`src/rtl/mul_seq_ctrl_if.sv`:
```
// Bus between the CPU execute stage, the multiply sequencer and the shared
// half-width multiplier. The signed-operand qualifier exists only when the
// MUL_SIGNED_EN macro is defined.
interface mul_seq_ctrl_if #(
  parameter int N = 16
);
  localparam int H = N / 2;

  logic           start;
  logic [N-1:0]   rs1_reg;
  logic [N-1:0]   rs2_reg;
  logic           busy;
  logic           done;
  logic [2*N-1:0] mul_rd;
  logic [H-1:0]   mul_a;
  logic [H-1:0]   mul_b;
  logic [2*H-1:0] mul_p;
`ifdef MUL_SIGNED_EN
  logic           is_signed;
`endif

  // Requester side: issues operands, observes status/result, returns mul_p
  modport master (
    output start, rs1_reg, rs2_reg, mul_p,
`ifdef MUL_SIGNED_EN
    output is_signed,
`endif
    input  busy, done, mul_rd, mul_a, mul_b
  );

  // Sequencer side
  modport slave (
    input  start, rs1_reg, rs2_reg, mul_p,
`ifdef MUL_SIGNED_EN
    input  is_signed,
`endif
    output busy, done, mul_rd, mul_a, mul_b
  );
endinterface

```
`src/rtl/mul_seq_ctrl.sv`:
```
// mul_seq_ctrl: N x N multiply built from four passes through one shared
// (N/2) x (N/2) combinational multiplier (LL, LH, HL, HH), accumulated in
// 2N bits. Optional feature macro: MUL_SIGNED_EN adds an is_signed qualifier,
// magnitude conversion on entry and a FIX step that applies the sign.
module mul_seq_ctrl #(
  parameter int N = 16
) (
  input logic          clk,
  input logic          rst,
  mul_seq_ctrl_if.slave bus
);
  localparam int H = N / 2;

  localparam logic [2:0] S_IDLE = 3'd0;
  localparam logic [2:0] S_LL   = 3'd1;
  localparam logic [2:0] S_LH   = 3'd2;
  localparam logic [2:0] S_HL   = 3'd3;
  localparam logic [2:0] S_HH   = 3'd4;
`ifdef MUL_SIGNED_EN
  localparam logic [2:0] S_FIX  = 3'd5;
`endif

  logic [2:0]     r_state;
  logic [N-1:0]   r_a;
  logic [N-1:0]   r_b;
  logic [2*N-1:0] r_acc;
  logic [2*N-1:0] r_rd;
  logic           r_done;
`ifdef MUL_SIGNED_EN
  logic           r_signed_op;
  logic           r_neg;
`endif

  logic [N-1:0]   w_a_in;
  logic [N-1:0]   w_b_in;
  logic [H-1:0]   w_mul_a;
  logic [H-1:0]   w_mul_b;
  logic [2*N-1:0] w_p_ext;
  logic [2*N-1:0] w_term_mid;
  logic [2*N-1:0] w_term_hi;

  // Partial product zero-extended to 2N bits, plus its two shifted placements
  assign w_p_ext    = {{N{1'b0}}, bus.mul_p};
  assign w_term_mid = w_p_ext << H;
  assign w_term_hi  = w_p_ext << N;

  // Operand values captured on start; signed requests store magnitudes
  always_comb begin
    w_a_in = bus.rs1_reg;
    w_b_in = bus.rs2_reg;
`ifdef MUL_SIGNED_EN
    if (bus.is_signed && bus.rs1_reg[N-1]) begin
      w_a_in = ~bus.rs1_reg + {{(N-1){1'b0}}, 1'b1};
    end else begin
      w_a_in = bus.rs1_reg;
    end
    if (bus.is_signed && bus.rs2_reg[N-1]) begin
      w_b_in = ~bus.rs2_reg + {{(N-1){1'b0}}, 1'b1};
    end else begin
      w_b_in = bus.rs2_reg;
    end
`endif
  end

  // Select the operand halves presented to the shared multiplier
  always_comb begin
    w_mul_a = {H{1'b0}};
    w_mul_b = {H{1'b0}};
    case (r_state)
      S_LL: begin
        w_mul_a = r_a[H-1:0];
        w_mul_b = r_b[H-1:0];
      end
      S_LH: begin
        w_mul_a = r_a[H-1:0];
        w_mul_b = r_b[N-1:H];
      end
      S_HL: begin
        w_mul_a = r_a[N-1:H];
        w_mul_b = r_b[H-1:0];
      end
      S_HH: begin
        w_mul_a = r_a[N-1:H];
        w_mul_b = r_b[N-1:H];
      end
      default: begin
        w_mul_a = {H{1'b0}};
        w_mul_b = {H{1'b0}};
      end
    endcase
  end

  // Sequencer state, operand latches, accumulator and result register
  always_ff @(posedge clk) begin
    if (rst) begin
      r_state     <= S_IDLE;
      r_a         <= {N{1'b0}};
      r_b         <= {N{1'b0}};
      r_acc       <= {(2*N){1'b0}};
      r_rd        <= {(2*N){1'b0}};
      r_done      <= 1'b0;
`ifdef MUL_SIGNED_EN
      r_signed_op <= 1'b0;
      r_neg       <= 1'b0;
`endif
    end else begin
      r_done <= 1'b0;
      case (r_state)
        S_IDLE: begin
          if (bus.start) begin
            r_a     <= w_a_in;
            r_b     <= w_b_in;
            r_acc   <= {(2*N){1'b0}};
            r_state <= S_LL;
`ifdef MUL_SIGNED_EN
            r_signed_op <= bus.is_signed;
            r_neg       <= bus.is_signed & (bus.rs1_reg[N-1] ^ bus.rs2_reg[N-1]);
`endif
          end else begin
            r_state <= S_IDLE;
          end
        end
        S_LL: begin
          r_acc   <= w_p_ext;
          r_state <= S_LH;
        end
        S_LH: begin
          r_acc   <= r_acc + w_term_mid;
          r_state <= S_HL;
        end
        S_HL: begin
          r_acc   <= r_acc + w_term_mid;
          r_state <= S_HH;
        end
        S_HH: begin
`ifdef MUL_SIGNED_EN
          if (r_signed_op) begin
            r_acc   <= r_acc + w_term_hi;
            r_state <= S_FIX;
          end else begin
            r_rd    <= r_acc + w_term_hi;
            r_done  <= 1'b1;
            r_state <= S_IDLE;
          end
`else
          r_rd    <= r_acc + w_term_hi;
          r_done  <= 1'b1;
          r_state <= S_IDLE;
`endif
        end
`ifdef MUL_SIGNED_EN
        S_FIX: begin
          r_rd    <= r_neg ? (~r_acc + {{(2*N-1){1'b0}}, 1'b1}) : r_acc;
          r_done  <= 1'b1;
          r_state <= S_IDLE;
        end
`endif
        default: begin
          r_state <= S_IDLE;
        end
      endcase
    end
  end

  assign bus.mul_a  = w_mul_a;
  assign bus.mul_b  = w_mul_b;
  assign bus.busy   = (r_state != S_IDLE);
  assign bus.done   = r_done;
  assign bus.mul_rd = r_rd;

endmodule

```
`src/flat_wrapper.sv`:
```
// flat-port wrapper written by rule: the top's interface ports become plain ports
module mul_seq_ctrl_flat 
#(
  parameter int N = 16
)
  (clk, rst, bus_start, bus_rs1_reg, bus_rs2_reg, bus_mul_p, bus_busy, bus_done, bus_mul_rd, bus_mul_a, bus_mul_b);
  mul_seq_ctrl_if #(.N(N)) bus_i ();
  input logic clk;
  input logic rst;
  input wire logic [$bits(bus_i.start)-1:0] bus_start;
  input wire logic [$bits(bus_i.rs1_reg)-1:0] bus_rs1_reg;
  input wire logic [$bits(bus_i.rs2_reg)-1:0] bus_rs2_reg;
  input wire logic [$bits(bus_i.mul_p)-1:0] bus_mul_p;
  output wire logic [$bits(bus_i.busy)-1:0] bus_busy;
  output wire logic [$bits(bus_i.done)-1:0] bus_done;
  output wire logic [$bits(bus_i.mul_rd)-1:0] bus_mul_rd;
  output wire logic [$bits(bus_i.mul_a)-1:0] bus_mul_a;
  output wire logic [$bits(bus_i.mul_b)-1:0] bus_mul_b;
  assign bus_i.start = bus_start;
  assign bus_i.rs1_reg = bus_rs1_reg;
  assign bus_i.rs2_reg = bus_rs2_reg;
  assign bus_i.mul_p = bus_mul_p;
  assign bus_busy = bus_i.busy;
  assign bus_done = bus_i.done;
  assign bus_mul_rd = bus_i.mul_rd;
  assign bus_mul_a = bus_i.mul_a;
  assign bus_mul_b = bus_i.mul_b;
  mul_seq_ctrl #(.N(N)) u_core (.clk(clk), .rst(rst), .bus(bus_i));
endmodule
```
`config.mk`:
```
export PLATFORM = sky130hd
export DESIGN_NAME = mul_seq_ctrl_flat
export DESIGN_NICKNAME = d
export VERILOG_FILES = /design/src/rtl/mul_seq_ctrl_if.sv /design/src/rtl/mul_seq_ctrl.sv /design/src/flat_wrapper.sv
export SDC_FILE = /design/constraint.sdc
export NUM_CORES = 1
export LEC_CHECK = 0
export BUFFER_PORTS_ARGS = -buffer_cell sky130_fd_sc_hd__buf_4
export CAP_MARGIN = 20
export CORE_MARGIN = 2
export CORE_UTILIZATION = 40
export DETAILED_ROUTE_END_ITERATION = 12
export PLACE_DENSITY_LB_ADDON = 0.25
export SLEW_MARGIN = 20
export SYNTH_ARGS = -nofsm -noshare
export SYNTH_HDL_FRONTEND = slang
export SYNTH_SLANG_ARGS = --single-unit
```
`constraint.sdc`:
```
create_clock -name clk -period 2.7 [get_ports clk]
set_input_delay 0.54 -clock clk [delete_from_list [all_inputs] [get_ports clk]]
set_output_delay 0.54 -clock clk [all_outputs]
set_load 0.1 [all_outputs]
```
==> reports/metrics.yaml <==
sta:
  finalCritPeriodShare_pct: 95.46
  finalSetupViolations: 0
  rsz0062_at_grt: "no"
  hold_slack_ps: 443.7
  slew_headroom_pct: 60.58
  slew_viol_final: 0
  finClkSkew_ps: 7.321
  max_freq_mhz: 388.0
  fin_crit_ps: 2577
  worstMarginPinSlew_ps: 589.9
  hold_violations: 0
  fin_setup_tns_ps: 0
yosys:
  synthesis.area_sq_um: 5441
  yosysWarnings: 0
  synth.ff_latch_count: 100
  seq_area_frac_synth_pct: 36.79
  async_flop_share_pct: 0
  synth_nets: 773
  synth_edf_count: 0
  ys_types: 61
  yosys_most_used_dff: "dfxtp_1"
  avgSynthCellArea_sq_um: 7.898
  synth_cells: 689
critical_path:
  start_kind: "flip-flop"
  cp-startpoint: "u_core.r_state[1]$_SDFF_PP0_"
  arrival_ps: 2040
  required_ps: 2160
  end_kind: "output port"
  critical_path_class: "reg -> out"
  r2r-start: "u_core.r_state[1]$_SDFF_PP0_"
  worstPathMaxFanout: 13
global_route:
  grt_pass1_wl_mm: 24.24
  gr-total-overflow: 0
  antenna_found_initial: 0
  grt_pass1_vias: 4768
  grtUsageTotal_pct: 20.85
  grt_max_degree: 49
cells_and_area:
  fin_cells: 963
  area_growth_pct: 23.68
  layout-drive-gt1-share_pct: 19.70
  final_util_pct: 50.82
  layout_commonest_cell: "nand2_1"
  nets: 866
  n_antenna_cell: 0
  final_cell_mix: "150 x nand2_1, 121 x buf_4, 100 x dfxtp_1"
drt:
  drt_wl_total_mm: 15.68
  postRouteAntennaNets: 0
  vias_per_cell: 5.550
  drc_errors: 0
  via_count: 5345
  drtPass1Iterations: 5
  drt_iter0_markers: 438
  post_drt_wl_per_cell_um: 16.28
run_status:
  status: "completed"
cts:
  numCtsBuffers: 9
  cts-root-buf: "clkbuf_16"
  hold_buffers: 0
  clock_path_buffers: 2
  htreeDepth: 3
  cts.sinks: 100
  clk_pin_slew_ps: 70
  cts_tree: "done"
  clock_latency_ps: 340
floorplanning:
  boundaryPins: 101
  dieArea_sq_um: 14550
  start_util_pct: 41.09
  core_sq_um: 13240
  std_cell_rows: 42
  fp.dieW_um: 120.6
  die_y_um: 120.6
power:
  ir_drop_mv: 0.3232
  p_per_area_nw_per_um2: 564.5
  p_leak_nw: 2.803
worst_hold_path:
  hold_start: "bus_rs2_reg[1]"
  hold_path_class: "in -> reg"
place:
  numPortBuffers: 100
  place_hpwl_mm: 11.98
  place_inst: 945
  gp_congestion: 0.9023
run:
  cap_violations: 0
## final timing paths
kind / end / slack, ps / depth (start not counted)
setup / recovery: bus_mul_a[7] / 120 / 4
hold / removal: u_core.r_b[1]$_SDFFE_PP0P_ / 440 / 3
setup reg to reg: u_core.r_acc[31]$_SDFFE_PP0P_ / 400 / 6
hold reg to reg: u_core.r_b[12]$_SDFFE_PP0P_ / 460 / 2
## critical path: stages, from the launching register on
cell and delay, ps:
dfxtp_1 640, and2_1 420, a21o_1 180, a32o_1 150, buf_4 300
## final cells by class
class / count / area (sq um)
fill: 1274 / 6513
clock inverter: 6 / 57.56
sequential: 100 / 2002
timing repair buffer: 121 / 908.4
tap: 176 / 220.2
inverter: 13 / 48.80
clock buffer: 10 / 229.0
multi-input combinational: 537 / 3264
## flip-flops by register name, indices dropped and copies added, names as in the netlist
| name | count |
|---|---|
| u_core.bus.mul_rd | 32 |
| u_core.r_acc | 32 |
| u_core.r_a | 16 |
| u_core.r_b | 16 |
| u_core.r_state | 3 |
| u_core.bus.done | 1 |
## repair_timing
action | CTS | global route
setup buffers | 0 | 2
endpoints found under the setup margin | 0 | 12
resized for setup | 0 | 1
## Yosys cell counts, types with 12 or more instances
cell,number,area share [%]
a22oi_1,15,2.1
clkbuf_1,29,2.0
nor2b_1,12,1.4
nor3_1,16,1.5
o21ai_0,30,2.8
inv_1,13,0.90
nand2_1,150,10
a21oi_1,83,7.6
nor2_1,33,2.3
ha_1,31,7.1
xnor2_1,12,1.9
dfxtp_1,100,37
## cell families after synthesis
group,after synthesis,synth area share [%]
fa+ha+maj,33,7.864
compound gates,210,24.35
mux,7,1.288
flops,100,36.79
simple gates,266,22.47
buf+inv,52,3.863
xor+xnor,21,3.380
## routing by layer
layer	track usage, %	part of all wire (%)	vias up
li1	-	-	2628
met1	30.85	50	2538
met2	31.46	44	167
met3	3.113	5.6	12
met4	5.669	1.2	0
met5	0	0	-
## where the power goes
part	total [mW]	internal, mW	switching (mW)
registers	1.62	1.55	0.0725
logic	0.934	0.338	0.596
clock network	1.24	0.642	0.599
## metrics by stage
| step | setup slack, ps | total power, mW | area, sq um |
|---|---|---|---|
| floorplan | 50.11 | 2.299 | 5468 |
| global placement | 145.9 | 2.569 | 6426 |
| detailed placement | 117.7 | 2.578 | 6426 |
| CTS | 0.4052 | 3.815 | 6713 |
| global route | 14.97 | 3.967 | 6730 |
| finish | 122.6 | 3.799 | 6730 |
(Power assumes the default switching activity.)
